<file path="src/rtl/div_pkg.sv">
// -----------------------------------------------------------------------------
// div_pkg
// Shared definitions for the sequential restoring divider.
//   - div_state_t      : controller states (IDLE, CALC, DONE)
//   - DIV_WIDTH_DEFAULT: default operand width
//   - dbz_quotient()   : quotient pattern returned for a zero divisor
// No ports (package).
// -----------------------------------------------------------------------------
package div_pkg;

    localparam int DIV_WIDTH_DEFAULT = 32;

    // Widest operand the divide-by-zero pattern helper supports.
    localparam int DIV_WIDTH_MAX = 64;

    typedef enum logic [1:0] {
        IDLE = 2'd0,
        CALC = 2'd1,
        DONE = 2'd2
    } div_state_t;

    // All-ones quotient of the requested width, returned when B == 0.
    function automatic logic [DIV_WIDTH_MAX-1:0] dbz_quotient(input int width);
        logic [DIV_WIDTH_MAX-1:0] mask;
        mask = '0;
        for (int i = 0; i < DIV_WIDTH_MAX; i++) begin
            if (i < width) begin
                mask[i] = 1'b1;
            end
        end
        return mask;
    endfunction

endpackage

</file>
<file path="src/rtl/div_step.sv">
// -----------------------------------------------------------------------------
// div_step
// One combinational restoring-division iteration.
// Ports:
//   rem      (in,  WIDTH) partial remainder, always < divisor
//   next_bit (in,  1)     next dividend bit shifted into the remainder
//   divisor  (in,  WIDTH) divisor B
//   rem_next (out, WIDTH) updated partial remainder
//   q_bit    (out, 1)     quotient bit produced by this iteration
// -----------------------------------------------------------------------------
module div_step
    import div_pkg::*;
#(
    parameter int WIDTH = DIV_WIDTH_DEFAULT
) (
    input  logic [WIDTH-1:0] rem,
    input  logic             next_bit,
    input  logic [WIDTH-1:0] divisor,
    output logic [WIDTH-1:0] rem_next,
    output logic             q_bit
);

    // The shifted remainder needs WIDTH+1 bits because rem may have its MSB
    // set when the divisor is large; the trial difference carries one more
    // bit so the borrow is explicit.
    logic [WIDTH:0]   shifted;
    logic [WIDTH+1:0] trial;

    assign shifted = {rem, next_bit};
    assign trial   = {1'b0, shifted} - {2'b00, divisor};

    // Non-negative trial: no borrow, and the result is below the divisor so
    // bit WIDTH is clear as well.
    assign q_bit    = (trial[WIDTH+1:WIDTH] == 2'b00);

    // Restore: when the trial went negative, shifted < divisor, so its low
    // WIDTH bits are the exact new remainder.
    assign rem_next = q_bit ? trial[WIDTH-1:0] : shifted[WIDTH-1:0];

endmodule

</file>
<file path="src/rtl/restoring_div_32.sv">
// -----------------------------------------------------------------------------
// restoring_div_32
// Sequential restoring divider: Q = A / B, R = A % B, one quotient bit per
// clock, valid/ready on both sides, one operation in flight.
// Optional macro DIV_SIGNED_EN: two's-complement operands with truncating
// division; adds one sign fix-up cycle before the result is presented.
// Ports:
//   clk         (in)         rising-edge clock
//   rst_n       (in)         asynchronous active-low reset
//   in_valid    (in)         dividend/divisor valid
//   in_ready    (out)        block can accept an operation
//   dividend    (in,  WIDTH) A
//   divisor     (in,  WIDTH) B
//   out_valid   (out)        result valid
//   out_ready   (in)         consumer accepts result
//   quotient    (out, WIDTH) Q
//   remainder   (out, WIDTH) R
//   div_by_zero (out)        set with the result when B == 0
// -----------------------------------------------------------------------------
module restoring_div_32
    import div_pkg::*;
#(
    parameter int WIDTH = DIV_WIDTH_DEFAULT,
    parameter int CNT_W = $clog2(WIDTH + 1)
) (
    input  logic             clk,
    input  logic             rst_n,
    input  logic             in_valid,
    output logic             in_ready,
    input  logic [WIDTH-1:0] dividend,
    input  logic [WIDTH-1:0] divisor,
    output logic             out_valid,
    input  logic             out_ready,
    output logic [WIDTH-1:0] quotient,
    output logic [WIDTH-1:0] remainder,
    output logic             div_by_zero
);

    localparam logic [WIDTH-1:0] DBZ_QUOTIENT = WIDTH'(dbz_quotient(WIDTH));

    div_state_t       state_reg;
    logic [CNT_W-1:0] count_reg;
    logic [WIDTH-1:0] aq_reg;        // dividend bits shift out, quotient bits shift in
    logic [WIDTH-1:0] b_reg;
    logic [WIDTH-1:0] rem_reg;
    logic [WIDTH-1:0] quotient_reg;
    logic [WIDTH-1:0] remainder_reg;
    logic             dbz_reg;
    logic             out_valid_reg;
    logic             in_ready_reg;

    logic [WIDTH-1:0] step_rem;
    logic             step_q;
    logic [WIDTH-1:0] step_aq;
    logic             accept;
    logic             last_step;
    logic [WIDTH-1:0] a_mag;
    logic [WIDTH-1:0] b_mag;

    assign accept    = in_valid && in_ready_reg && (state_reg == IDLE);
    assign last_step = (count_reg == CNT_W'(1));
    assign step_aq   = {aq_reg[WIDTH-2:0], step_q};

`ifdef DIV_SIGNED_EN
    logic neg_q_reg;
    logic neg_r_reg;
    logic fix_reg;     // DONE entered, sign correction still pending
    logic a_neg;
    logic b_neg;

    assign a_neg = dividend[WIDTH-1];
    assign b_neg = divisor[WIDTH-1];
    // -2^(W-1) maps to itself, which is the correct unsigned magnitude.
    assign a_mag = a_neg ? -dividend : dividend;
    assign b_mag = b_neg ? -divisor  : divisor;
`else
    assign a_mag = dividend;
    assign b_mag = divisor;
`endif

    div_step #(
        .WIDTH(WIDTH)
    ) u_step (
        .rem     (rem_reg),
        .next_bit(aq_reg[WIDTH-1]),
        .divisor (b_reg),
        .rem_next(step_rem),
        .q_bit   (step_q)
    );

    always_ff @(posedge clk or negedge rst_n) begin
        if (!rst_n) begin
            state_reg     <= IDLE;
            count_reg     <= '0;
            aq_reg        <= '0;
            b_reg         <= '0;
            rem_reg       <= '0;
            quotient_reg  <= '0;
            remainder_reg <= '0;
            dbz_reg       <= 1'b0;
            out_valid_reg <= 1'b0;
            in_ready_reg  <= 1'b1;
`ifdef DIV_SIGNED_EN
            neg_q_reg     <= 1'b0;
            neg_r_reg     <= 1'b0;
            fix_reg       <= 1'b0;
`endif
        end else begin
            case (state_reg)
                IDLE: begin
                    if (accept) begin
                        in_ready_reg <= 1'b0;
                        rem_reg      <= '0;
                        count_reg    <= CNT_W'(WIDTH);
                        aq_reg       <= a_mag;
                        b_reg        <= b_mag;
                        if (divisor == '0) begin
                            // Zero divisor skips the iterations entirely and
                            // reports the raw dividend as remainder.
                            state_reg     <= DONE;
                            quotient_reg  <= DBZ_QUOTIENT;
                            remainder_reg <= dividend;
                            dbz_reg       <= 1'b1;
                            out_valid_reg <= 1'b1;
                        end else begin
                            state_reg <= CALC;
                            dbz_reg   <= 1'b0;
`ifdef DIV_SIGNED_EN
                            neg_q_reg <= a_neg ^ b_neg;
                            neg_r_reg <= a_neg;
`endif
                        end
                    end
                end

                CALC: begin
                    aq_reg    <= step_aq;
                    rem_reg   <= step_rem;
                    count_reg <= count_reg - CNT_W'(1);
                    if (last_step) begin
                        state_reg     <= DONE;
                        quotient_reg  <= step_aq;
                        remainder_reg <= step_rem;
`ifdef DIV_SIGNED_EN
                        fix_reg       <= 1'b1;
`else
                        out_valid_reg <= 1'b1;
`endif
                    end
                end

                DONE: begin
`ifdef DIV_SIGNED_EN
                    if (fix_reg) begin
                        fix_reg       <= 1'b0;
                        out_valid_reg <= 1'b1;
                        quotient_reg  <= neg_q_reg ? -quotient_reg  : quotient_reg;
                        remainder_reg <= neg_r_reg ? -remainder_reg : remainder_reg;
                    end else if (out_ready) begin
`else
                    if (out_ready) begin
`endif
                        state_reg     <= IDLE;
                        out_valid_reg <= 1'b0;
                        in_ready_reg  <= 1'b1;
                    end
                end

                default: begin
                    state_reg     <= IDLE;
                    out_valid_reg <= 1'b0;
                    in_ready_reg  <= 1'b1;
                end
            endcase
        end
    end

    assign in_ready    = in_ready_reg;
    assign out_valid   = out_valid_reg;
    assign quotient    = quotient_reg;
    assign remainder   = remainder_reg;
    assign div_by_zero = dbz_reg;

endmodule
</file>
<file path="config.mk">
export PLATFORM = sky130hd
export DESIGN_NAME = restoring_div_32
export DESIGN_NICKNAME = d
export VERILOG_FILES = /design/src/rtl/div_pkg.sv /design/src/rtl/div_step.sv /design/src/rtl/restoring_div_32.sv
export SDC_FILE = /design/constraint.sdc
export NUM_CORES = 1
export LEC_CHECK = 0
export ABC_AREA = 1
export BUFFER_PORTS_ARGS = -buffer_cell sky130_fd_sc_hd__buf_4
export CORE_AREA = 2 2 148 150
export CTS_BUF_LIST = sky130_fd_sc_hd__clkbuf_8
export CTS_CLUSTER_SIZE = 16
export DETAILED_ROUTE_END_ITERATION = 10
export DIE_AREA = 0 0 150 152
export PLACE_DENSITY = 0.7
export RECOVER_POWER = 25
export SETUP_SLACK_MARGIN = 0.4
export SLEW_MARGIN = 40
export SYNTH_ARGS = -nofsm -noshare
export SYNTH_HDL_FRONTEND = slang
export SYNTH_SLANG_ARGS = --single-unit
</file>
<file path="constraint.sdc">
create_clock -name clk -period 2.85 [get_ports clk]
set_input_delay 0.855 -clock clk [delete_from_list [all_inputs] [get_ports clk]]
set_output_delay 0.855 -clock clk [all_outputs]
set_load 0.02 [all_outputs]
</file>
; ---- Word level (Yosys, flattened, before mapping)
; Index checks and enable logic that the tools add are counted.
[word_totals]
register_bits = 171
inputBits = 68
output_inout_bits = 67
wordCells = 61
[op_classes]
add_sub_neg = 2
n_eq_ne = 7
n_mux = 29
bitwise = 1
reduce_logical = 12
[op_table]
columns = operator, n
row1 = $mux 32, 9
row2 = $pmux 32 s2, 4
row3 = $sub 33x32->34, 1
row4 = $logic_not 32->1, 1
row5 = $pmux 6 s2, 1
row6 = $mux 2, 4
row7 = $reduce_and 4->1, 2
row8 = $mux 1, 7
row9 = $eq 6x1->1 const B, 1
row10 = $mux 6, 1
row11 = $ne 2x2->1 const B, 3
row12 = $pmux 1 s3, 2
row13 = $pmux 2 s3, 1
row14 = $reduce_and 3->1, 2
row15 = $sub 6x1->6 const B, 1
row16 = $logic_not 2->1, 2
row17 = $reduce_and 2->1, 2
row18 = $eq 2x1->1 const B, 1
row19 = $eq 2x2->1 const B, 1
row20 = $logic_and 1x1->1, 2
row21 = $ne 2x1->1 const B, 1
row22 = $reduce_bool 2->1, 1
row23 = $not 1->1, 1

; ---- Longest topological paths before layout
; Gate-level depths: netlist of the first run.
[depth]
word_depth = 5
depth_mapped = 20

; ---- Hierarchy
; A second synthesis of the first run with hierarchy kept.
[unflattened]
cells_unflattened = 1573
area_unflattened_um2 = 10618.9
[by_module_without_submodules]
columns = module, n_inst, cells_each, area_per_inst_um2, seq_area_each_um2
row1 = restoring_div_32, 1, 891, 7437.1, 4280.4
row2 = div_step, 1, 682, 3181.8, 0.0

; ---- Worst setup path before layout of the first run
; Ideal clock, no wire load.
[synth_timing]
path_type = register to register
start = register aq_reg[31]
end = register remainder_reg[28] (netlist: remainder[28])
setup_ns = 0.113
arrival_ns = 2.128
t_required_ns = 2.737
setup_slack_ns = 0.610
path_stages_with_launch = 21
cell_sequence = dfrtp_1 -> inv_1 -> ha_1 -> fa_1 -> inv_1 -> nand2_1 -> nand2_1 -> nand3_2 -> nand2_2 -> nand2_2 -> nand2_2 -> nand2_2 -> nand2_2 -> nand2_4 -> nand2_8 -> nand2_8 -> buf_8 -> nand3_2 -> nand3_1 -> nand2_1 -> inv_1
[synth_between]
elab_chain_cells = 5
[synth_rtl]
columns = item, line_no
row1 = start: declaration, restoring_div_32.sv:43  ; logic [WIDTH-1:0] aq_reg;
row2 = start signal: assignment, restoring_div_32.sv:115  ; aq_reg <= a_mag;
row3 = start signal: assignment, restoring_div_32.sv:137  ; aq_reg <= step_aq;
row4 = $sub 33x32->34 *, div_step.sv:30  ; assign trial = {1'b0, shifted} - {2'b00, divisor};
row5 = $logic_not 2->1, div_step.sv:34  ; assign q_bit = (trial[WIDTH+1:WIDTH] == 2'b00);
row6 = $mux 32 *, div_step.sv:38  ; assign rem_next = q_bit ? trial[WIDTH-1:0] : shifted[WIDTH-1:0];
row7 = $mux 32 *, restoring_div_32.sv:140  ; if (last_step) begin
row8 = $pmux 32 s2 *, restoring_div_32.sv:109  ; case (state_reg)
row9 = end signal: assignment, restoring_div_32.sv:122  ; remainder_reg <= dividend;
row10 = end signal: assignment, restoring_div_32.sv:143  ; remainder_reg <= step_rem;
row11 = end: declaration, restoring_div_32.sv:47  ; logic [WIDTH-1:0] remainder_reg;
; Every way passes the cells marked *; elsewhere a longest branch is shown, timed or not. The select of a mux whose other input is x is not followed.
; A chain may end at the register's enable or synchronous reset.

; ---- Final worst setup path of the first run
[layout_timing]
start = register rem_reg[26]
end = register remainder_reg[25] (netlist: remainder[25])
[layout_between]
elab_chain_cells = 5
[layout_rtl]
columns = item, line_no
row1 = start: declaration, restoring_div_32.sv:45  ; logic [WIDTH-1:0] rem_reg;
row2 = start signal: assignment, restoring_div_32.sv:138  ; rem_reg <= step_rem;
row3 = $sub 33x32->34, div_step.sv:30
row4 = $logic_not 2->1, div_step.sv:34
row5 = $mux 32, div_step.sv:38
row6 = $mux 32, restoring_div_32.sv:140
row7 = $pmux 32 s2, restoring_div_32.sv:109
; Every way passes these cells. The select of a mux whose other input is x is not followed.

==> impl_metrics.csv, run 1 <==
group,metric,value,unit
outcome,status,"finished, final reports clean",
clock_tree,cts_tree,"built",
power_and_ir_drop,vdd_drop_max,0.631,mV
clock_tree,h-tree-depth,4,
clock_tree,cts_hold_buf,0,
critical_path,cp-start-kind,"flop",
place,hpwl,22600,µm
sta,setup_slack,0.489,ns
clock_tree,worstSkewPairLatency,0.47,ns
synthesis,async_flop_share,1.00,
floorplanning,die_area,0.0228,mm²
power_and_ir_drop,p_leak,6.58,nW
sta,hold_violations,0,
cells_and_area,drive_gt1_frac,0.235,
grt,grt_use_total,0.262,
cells_and_area,nets,1669,
critical_path,worstPathArrival,2.74,ns
critical_path,end_kind,"flop",
routing,firstDrtPassIters,5,
grt,grt_pass1_vias,9180,
critical_path,crit_path_max_fanout,8,
place,dpl_cell_area,0.0119,mm²
grt,grt_pass1_wl,47100,µm
synthesis,synth.area.top_cells,"dfrtp_1 41%, nand2_1 13%, inv_1 8.7%",
synthesis,yosys_warnings,0,
sta,drv_slew,0,
sta,rsz0062_at_grt,"yes",
place,place_ws,-0.0363,ns
critical_path,r2r_slack,0.49,ns
grt,grt_start_max_net_pins,68,
power_and_ir_drop,comb_power_share,0.640,
synthesis,synth_top_area_cell,"dfrtp_1",
cells_and_area,final-instance-count-excl-fill,1859,
routing,vias,9715,
synthesis,synthCells,1426,
critical_path,cp-startpoint,"rem_reg[26]",
flow_run,drv_cap,0,
synthesis,synthDistinctLibCells,46,
sta,fmax,424,MHz
power_and_ir_drop,pwr-share-clk,0.106,
power_and_ir_drop,power,0.0171,W
min_path,hp-class,"flop to flop",
clock_tree,cts_root_buf,"clkbuf_8",
routing,drtIter0Drc,794,
synthesis,synth-seq-cells,171,
synthesis,yosysMostFrequentCell,"nand2_1",
routing,drt_wl_total,30000,µm
critical_path,r2r-start,"rem_reg[26]",
critical_path,required,3.22,ns
floorplanning,die_y,152,µm
clock_tree,clock_tree.buffer_depth,2,
routing,drcViolationCount,0,
synthesis,synth_area,0.0105,mm²
synthesis,synth_common_cells,"368 x nand2_1, 244 x inv_1, 170 x dfrtp_1",
power_and_ir_drop,p_switching,0.00864,W
min_path,hp-start,"aq_reg[0]",
synthesis,ys.flop_type,"dfrtp_1",
grt,antenna_found_initial,0,
clock_tree,clk_pin_slew,0.10,ns
floorplanning,core_area,0.0214,mm²
routing,routedWlPerCell,16.2,µm
floorplanning,pin_count,135,
power_and_ir_drop,internal_power,0.00842,W
place,portBuffers,134,
synthesis,yosysTopAreaCellShare,0.405,
cells_and_area,area_growth,23.9,%
sta,setup_viol,0,
cells_and_area,finalInstanceArea,0.0130,mm²
critical_path,crit_type,"flop to flop",
clock_tree,cts-buffers-inserted,17,
routing,drtAntennaViolNets,0,
floorplanning,initial_core_util,0.491,
floorplanning,rows,54,
sta,fin_crit_sh,0.828,
routing,via_per_inst,5.23,
floorplanning,die_x,150,µm
synthesis,synth_edf_count,0,
synthesis,avgSynthCellArea,7.36,µm²
synthesis,synth_nets,1529,
power_and_ir_drop,powerDensity,1310,mW/mm²
cells_and_area,diodes,0,
sta,worst_pin_slew,1.33,ns
place,placed_cells,1815,
sta,max_slew_margin,0.116,
cells_and_area,fillers,1934,
grt,grt_overflow,0,
place,gp_congestion,0.899,
power_and_ir_drop,switching_share,0.506,
synthesis,seq_area_frac_synth,0.408,
power_and_ir_drop,pwr-share-seq,0.254,
sta,skew,0.0148,ns
sta,fin_crit,2.36,ns
sta,finalHoldWorstSlack,0.505,ns
clock_tree,cts_num_sinks,171,
==> cells in the final DEF, fill, tap and decap left out, types with 27 or more instances in the layout <==
master	instances
nand3_1	117
nand2_1	359
buf_4	158
ha_4	27
inv_1	230
o221ai_1	30
a21oi_1	80
nand3_2	38
dfrtp_1	161
o21ai_0	38
nand4_1	42
nor2_1	81
==> critical path: stages (launching register included) <==
cell	delay, ns
dfrtp_1	0.46
ha_4	0.26
nand2_1	0.09
inv_1	0.07
nand2_2	0.07
inv_1	0.06
nand2_2	0.12
inv_2	0.06
a21oi_4	0.29
nand3_4	0.15
nand2_8	0.12
nand2_8	0.10
buf_12	0.16
nand3_2	0.07
nand3_2	0.08
nand2_2	0.08
inv_1	0.03
==> power by group through the flow <==
stage / Clock, W / Sequential (W) / Combinational, W
CTS: 0.00184 / 0.00427 / 0.0101
finish: 0.00181 / 0.00434 / 0.0109
detailed placement: 0 / 0.00430 / 0.00976
floorplan: 0 / 0.00468 / 0.00628
global route: 0.00194 / 0.00445 / 0.0121
global placement: 0 / 0.00428 / 0.00962
==> per-layer routing <==
layer,vias to the layer above,share of wire,global-route usage
li1,4837,-,-
met2,293,0.46,0.408
met1,4542,0.46,0.384
met5,-,0,0
met3,43,0.052,0.0300
met4,0,0.023,0.0818
==> layout make-up <==
cell class | instances | area, µm² | area share
Clock buffer | 19 | 262 | 0.0201
Tap cell | 280 | 350 | 0.0270
Timing Repair Buffer | 176 | 1450 | 0.112
Multi-Input combinational cell | 950 | 5550 | 0.427
Sequential cell | 171 | 4290 | 0.330
Inverter | 250 | 938 | 0.0722
Clock inverter | 13 | 153 | 0.0117
==> kinds of logic after synthesis <==
family / Yosys count / share of synthesized area
buf+inv: 305 / 0.115
flops: 171 / 0.408
simple gates: 737 / 0.332
fa+ha+maj: 35 / 0.0425
xor+xnor: 15 / 0.0125
compound gates: 163 / 0.0906
==> worst paths after layout <==
kind,endpoint,cells after the start
worst max register to register,remainder[25],16
worst max-delay path,remainder[25],16
max in group asynchronous,rem_reg[17],2
worst min-delay path,aq_reg[0],2
worst min register to register,aq_reg[0],2
min in group asynchronous,remainder[9],1
==> what timing repair did <==
| action | 4_1_cts | 5_1_grt |
|---|---|---|
| pin swaps | 3 | 16 |
| buffers inserted | 3 | 8 |
| cloned | 0 | 0 |
| gates resized for setup | 29 | 87 |
| setup endpoints to repair | 66 | 70 |
==> stage by stage <==
stage	setup TNS, ns	utilization
2_1_floorplan	0	-
3_3_place_gp	0	0.558
3_5_place_dp	-0.0805	0.558
4_1_cts	0	0.586
5_1_grt	0	0.609
6_report	0	0.609
Power figures use the tool's default switching activity.
==> run 2: changes to the inputs <==
--- a/config.mk
+++ b/config.mk
@@ -5,13 +5,13 @@
 export SDC_FILE = /design/constraint.sdc
 export NUM_CORES = 1
 export LEC_CHECK = 0
-export ABC_AREA = 1
+export ABC_AREA = 0
 export BUFFER_PORTS_ARGS = -buffer_cell sky130_fd_sc_hd__buf_4
-export CORE_AREA = 2 2 148 150
+export CORE_AREA = 2 2 140 142
 export CTS_BUF_LIST = sky130_fd_sc_hd__clkbuf_8
 export CTS_CLUSTER_SIZE = 16
 export DETAILED_ROUTE_END_ITERATION = 10
-export DIE_AREA = 0 0 150 152
+export DIE_AREA = 0 0 142 144
 export PLACE_DENSITY = 0.7
 export RECOVER_POWER = 25
 export SETUP_SLACK_MARGIN = 0.4
==> constraint.sdc (replaced) <==
create_clock -name clk -period 2.21 [get_ports clk]
set_input_delay 0.663 -clock clk [delete_from_list [all_inputs] [get_ports clk]]
set_output_delay 0.663 -clock clk [all_outputs]
set_load 0.02 [all_outputs]
==> impl_metrics.csv, run 2 <==
group,metric,value,unit
cells_and_area,diodes,0,
cells_and_area,fillers,1367,
sta,rsz0062_at_grt,"yes",
critical_path,path_delay_family,"compound AO/OA/AOI/OAI gates",
routing,drt_wl_total,31500,µm
clock_tree,cts_tree,"built",
synthesis,synth_xor_area_frac,0.0273,
synthesis,yosysMostFrequentCell,"dfrtp_1",
synthesis,synth_top_family_by_area,"compound AO/OA/AOI/OAI gates",
outcome,violations,"setup timing",
synthesis,synth_edf_count,0,
sta,max_slew_margin,0.340,
routing,via_per_inst,5.68,
synthesis,synth.area.top_cells,"dfrtp_1 46%, nand2_1 6.5%, o21ai_0 4.6%",
sta,drv_slew,0,
cells_and_area,final_common_cell,"buf_4",
clock_tree,clock_tree.buffer_depth,2,
cells_and_area,drive_gt1_frac,0.412,
critical_path,required,2.57,ns
power_and_ir_drop,powerDensity,399,mW/mm²
routing,drcViolationCount,0,
grt,grt_start_max_net_pins,74,
critical_path,max_stage_delay,0.48,ns
synthesis,synth_nets,1154,
synthesis,async_flop_share,1.00,
flow_run,drv_cap,0,
critical_path,cp-start-kind,"flop",
routing,drtIter0Drc,630,
floorplanning,die_x,142,µm
outcome,status,"complete, but fails checks",
synthesis,ys.flop_type,"dfrtp_1",
power_and_ir_drop,power,0.00560,W
floorplanning,die_y,144,µm
critical_path,r2r-start,"rem_reg[21]",
sta,worst_pin_slew,0.990,ns
routing,firstDrtPassIters,5,
critical_path,worstPathArrival,3.30,ns
power_and_ir_drop,internal_power,0.00417,W
synthesis,synth-compound-area-share,0.212,
clock_tree,cts_num_sinks,171,
power_and_ir_drop,p_leak,6.73,nW
critical_path,cp-startpoint,"rem_reg[21]",
floorplanning,die_area,0.0204,mm²
critical_path,path_cells,"ha_4 -> buf_4 -> nand2_1 -> o21ai_1 -> a211oi_1 -> o41a_1 -> a22oi_4 -> buf_4 -> a21o_4 -> mux2i_2 -> o21ai_1",
synthesis,avgSynthCellArea,8.84,µm²
place,dpl_cell_area,0.0122,mm²
synthesis,yosysTopAreaCellShare,0.458,
power_and_ir_drop,pwr-share-seq,0.558,
floorplanning,core_area,0.0191,mm²
grt,antenna_found_initial,0,
grt,grt_pass1_vias,8905,
clock_tree,cts-buffers-inserted,17,
clock_tree,cts_root_buf,"clkbuf_8",
cells_and_area,area_growth,51.0,%
critical_path,crit_buf_inv,2,
routing,vias,9387,
floorplanning,pin_count,135,
synthesis,synth_common_cells,"170 x dfrtp_1, 161 x nand2_1, 86 x o21ai_0",
place,gp_congestion,0.921,
routing,drtAntennaViolNets,0,
min_path,hp-class,"primary input to asynchronous set/reset pin",
synthesis,synth_mux_area_frac,0.0272,
sta,setup_viol,66,
critical_path,end_kind,"flop",
synthesis,synth_fa_ha_area_frac,0.0479,
power_and_ir_drop,p_switching,0.00143,W
critical_path,crit_type,"flop to flop",
routing,routedWlPerCell,19.0,µm
place,hpwl,21200,µm
synthesis,synth_top_area_cell,"dfrtp_1",
place,portBuffers,134,
clock_tree,h-tree-depth,4,
critical_path,crit_path_max_fanout,7,
synthesis,synthDistinctLibCells,59,
synthesis,seq_area_frac_synth,0.461,
sta,fin_crit,2.94,ns
grt,grt_overflow,0,
power_and_ir_drop,switching_share,0.255,
synthesis,yosys_warnings,0,
power_and_ir_drop,vdd_drop_max,0.373,mV
sta,hold_violations,0,
sta,fin_crit_sh,1.33,
power_and_ir_drop,comb_power_share,0.041,
clock_tree,worstSkewPairLatency,0.49,ns
cells_and_area,final_cell_mix,"354 x buf_4, 162 x dfrtp_1, 158 x nand2_1, 70 x nor2_1, 63 x a21oi_1",
floorplanning,rows,51,
critical_path,critPathSlowestCell,"o41a_1",
power_and_ir_drop,pwr-share-clk,0.401,
grt,grt_pass1_wl,47400,µm
sta,fmax,340,MHz
synthesis,synth-seq-cells,171,
clock_tree,clk_pin_slew,0.10,ns
grt,grt_use_total,0.298,
floorplanning,initial_core_util,0.487,
cells_and_area,finalInstanceArea,0.0140,mm²
sta,skew,0.0180,ns
sta,setup_slack,-0.729,ns
synthesis,synth-simple-area-share,0.177,
sta,finalHoldWorstSlack,0.321,ns
synthesis,synthCells,1051,
synthesis,synth_area,0.00929,mm²
cells_and_area,nets,1507,
place,place_ws,-1.00,ns
[run 2: cell types whose count changed in the layout (fill, tap and decap cells not counted), sizes merged, moves of 20 or more]
cell    change
a31oi      +33
and3       +25
buf       +220
inv       -206
mux2i      +23
nand2     -224
nand3     -124
nand4      -30
nor2       -20
o21ai      +75
o221ai     -29
o22a       +32
or2        -32
[run 2: final cells by class]
class,instances,area (µm²),area share
inverters,42,158,0.0112
clock inverters,14,156,0.0111
flip-flops and latches,171,4290,0.306
multi-input cells,773,5560,0.396
clock buffers,17,234,0.0167
well taps,238,298,0.0212
repair buffers,399,3340,0.238
[run 2: worst register-to-register path, stage by stage (launching register included)]
cell      delay (ns)
dfrtp_2         0.47
ha_4            0.32
buf_4           0.12
nand2_1         0.07
o21ai_1         0.22
a211oi_1        0.08
o41a_1          0.48
a22oi_4         0.28
buf_4           0.17
a21o_4          0.24
mux2i_2         0.28
o21ai_1         0.09
[run 2: timing repair]
item	CTS	global route
hold buffers	0	0
setup buffers	21	19
cloned	7	3
resized for setup	116	86
setup endpoints to repair	111	144
pin swaps	33	34
[run 2: worst paths after layout]
kind / end / slack (ns) / depth (start not counted)
setup / recovery: rem_reg[21] / -0.73 / 11
hold / removal: b_reg[4] / 0.32 / 1
setup reg to reg: rem_reg[21] / -0.73 / 11
hold reg to reg: div_by_zero / 0.49 / 2
max in group asynchronous: rem_reg[22] / 0.52 / 2
min in group clk: b_reg[19] / 0.39 / 3
[run 2: per-layer routing]
layer | track usage | wire [µm] | vias to the layer above
li1 | - | - | 4452
met1 | 0.440 | 14100 | 4512
met2 | 0.467 | 14900 | 385
met3 | 0.0368 | 1900 | 38
met4 | 0.0784 | 486 | 0
met5 | 0 | 0 | -
[run 2: per-stage QoR]
step | cells | setup TNS (ns) | util
2_1_floorplan | 1051 | -34.89 | -
3_3_place_gp | 1573 | -59.10 | 0.640
3_5_place_dp | 1573 | -60.42 | 0.640
4_1_cts | 1632 | -36.99 | 0.705
5_1_grt | 1654 | -48.93 | 0.736
6_report | 1654 | -44.10 | 0.736
[run 2: logic make-up (layout without fill, tap and decap cells)]
family / count (synthesis) / in the layout
xor gates and xnor gates: 29 / 29
muxes: 25 / 25
DFF: 171 / 171
and+or+nand+nor: 363 / 363
AOI/OAI and AO/OA: 318 / 321
buffers and inverters: 110 / 472
adders and majority gates: 35 / 35
[run 2: power groups by stage]
stage	clock network, W	logic [W]	registers, W
detailed placement	0	0.000237	0.00319
finish	0.00225	0.000231	0.00313
floorplan	0	0.00000814	0.00319
global route	0.00240	0.000255	0.00313
CTS	0.00226	0.000239	0.00313
global placement	0	0.000238	0.00319
==> run 3: changes to the inputs <==
--- a/config.mk
+++ b/config.mk
@@ -14,6 +14,7 @@
 export DIE_AREA = 0 0 142 144
 export PLACE_DENSITY = 0.7
 export RECOVER_POWER = 25
+export REMOVE_ABC_BUFFERS = 1
 export SETUP_SLACK_MARGIN = 0.4
 export SLEW_MARGIN = 40
 export SYNTH_ARGS = -nofsm -noshare
==> impl_metrics.csv, run 3 (synthesis results as in run 2) <==
group,metric,value,unit
outcome,status,"complete, but fails checks",
grt,grt_pass1_wl,49900,µm
place,hpwl,20900,µm
routing,firstDrtPassIters,5,
critical_path,crit_type,"flop to flop",
place,portBuffers,134,
sta,max_slew_margin,0.00195,
place,place_ws,-0.969,ns
flow_run,drv_cap,1,
sta,drv_slew,0,
routing,drtAntennaViolNets,0,
place,dpl_cell_area,0.0123,mm²
power_and_ir_drop,vdd_drop_max,0.414,mV
floorplanning,die_x,142,µm
sta,hold_violations,0,
sta,setup_slack,-0.901,ns
cells_and_area,final_common_cell,"buf_4",
cells_and_area,final_cell_mix,"369 x buf_4, 166 x dfrtp_1, 159 x nand2_1, 70 x nor2_1, 66 x a21oi_1",
grt,grt_use_total,0.314,
sta,rsz0062_at_grt,"yes",
cells_and_area,area_growth,54.4,%
grt,grt_start_max_net_pins,79,
min_path,holdPathEnd,"b_reg[10]",
min_path,hp-start,"divisor[10]",
floorplanning,pin_count,135,
sta,fin_crit,3.11,ns
critical_path,required,2.57,ns
critical_path,end_kind,"flop",
critical_path,r2r-end,"rem_reg[1]",
critical_path,rr_worst_depth,13,
clock_tree,cts_hold_buf,0,
floorplanning,core_area,0.0191,mm²
sta,fin_setup_tns,-50.46,ns
cells_and_area,drive_gt1_frac,0.410,
grt,grt_overflow,0,
clock_tree,cts_tree,"built",
critical_path,r2r_slack,-0.90,ns
cells_and_area,finalInstanceArea,0.0144,mm²
power_and_ir_drop,p_leak,6.94,nW
cells_and_area,nets,1538,
routing,vias,9926,
critical_path,r2r-start,"b_reg[0]",
sta,fmax,321,MHz
min_path,hold_depth,3,
floorplanning,rows,51,
sta,setup_viol,66,
routing,drcViolationCount,0,
floorplanning,die_y,144,µm
clock_tree,cts_root_buf,"clkbuf_8",
power_and_ir_drop,powerDensity,392,mW/mm²
clock_tree,clock_tree.buffer_depth,2,
clock_tree,cts-buffers-inserted,17,
routing,drtIter0Drc,1047,
clock_tree,clk_pin_slew,0.10,ns
clock_tree,worstSkewPairLatency,0.47,ns
sta,fin_crit_sh,1.41,
critical_path,crit_path_max_fanout,3,
power_and_ir_drop,power,0.00562,W
place,gp_congestion,1.00,
routing,via_per_inst,5.89,
floorplanning,die_area,0.0204,mm²
outcome,violations,"capacitance limit, setup timing",
cells_and_area,diodes,0,
routing,drt_wl_total,33800,µm
floorplanning,initial_core_util,0.487,
min_path,hp-class,"primary input to flop",
cells_and_area,final_util,0.752,
critical_path,worstPathArrival,3.47,ns
critical_path,cp-start-kind,"flop",
clock_tree,cts_num_sinks,171,
grt,antenna_found_initial,0,
routing,routedWlPerCell,20.0,µm
sta,skew,0.0132,ns
sta,worst_pin_slew,1.50,ns
grt,grt_pass1_vias,9515,
clock_tree,h-tree-depth,4,
[run 3: changes by cell type in the layout (fill, tap and decap cells not counted), moves of 5 or more]
cell and delta:
ha_4 -14, buf_6 +13, o21ai_1 -9, inv_1 +5, ha_1 +13, mux2i_4 +10
buf_12 +6, mux2i_2 -9, buf_4 +15, o21ai_2 +6
[run 3: repair_timing]
item,CTS,global route
setup endpoints to repair,101,105
gates resized for setup,133,93
gates cloned,7,4
buffers inserted,36,7
pin swaps,37,35
[run 3: report_power, final]
part | switching, W | leakage (nW) | internal [W]
sequential | 0 | 1.89 | 0.00313
combinational | 0.000120 | 4.86 | 0.000124
clock | 0.00130 | 0.192 | 0.000947
total | 0.00142 | 6.94 | 0.00420
[run 3: worst max path at each step]
stage                 start       endpoint  slack [ns]  cells past startpoint
2_1_floorplan  state_reg[1]   count_reg[5]       -1.56                      5
3_3_place_gp       b_reg[0]    rem_reg[17]       -0.95                     11
3_5_place_dp       b_reg[0]    rem_reg[17]       -0.97                     11
4_1_cts         rem_reg[23]   remainder[0]       -0.73                     13
5_1_grt            b_reg[0]  remainder[31]       -0.93                     13
6_report           b_reg[0]     rem_reg[1]       -0.90                     13
[run 3: per-layer routing]
layer,GRT usage,part of all wire
met5,0,0
met2,0.497,0.46
met3,0.0616,0.089
met1,0.435,0.41
met4,0.108,0.036
[run 3: area by class of cell]
class / count / area (µm²)
timing repair buffer: 433 / 3780
sequential: 171 / 4290
fill: 1256 / 4730
inverter: 42 / 158
multi-input combinational: 770 / 5440
clock buffer: 18 / 248
clock inverter: 14 / 136
tap: 238 / 298
[run 3: critical path, stage by stage, from the launching register on]
cell,delay [ns]
dfrtp_1,0.42
ha_2,0.20
fa_2,0.36
nand2b_4,0.17
a21oi_2,0.17
buf_4,0.15
o21ai_2,0.07
a211o_1,0.36
and3_4,0.19
buf_4,0.13
buf_4,0.14
a211oi_1,0.39
a211o_1,0.19
nand2_1,0.07
[run 3: metrics by stage]
step | hold slack (ns) | std cells
final | 0.400 | 1686
after detailed placement | 0.464 | 1600
after floorplan | 0.367 | 983
after CTS | 0.0450 | 1675
after global placement | 0.465 | 1600
after global routing | 0.410 | 1686
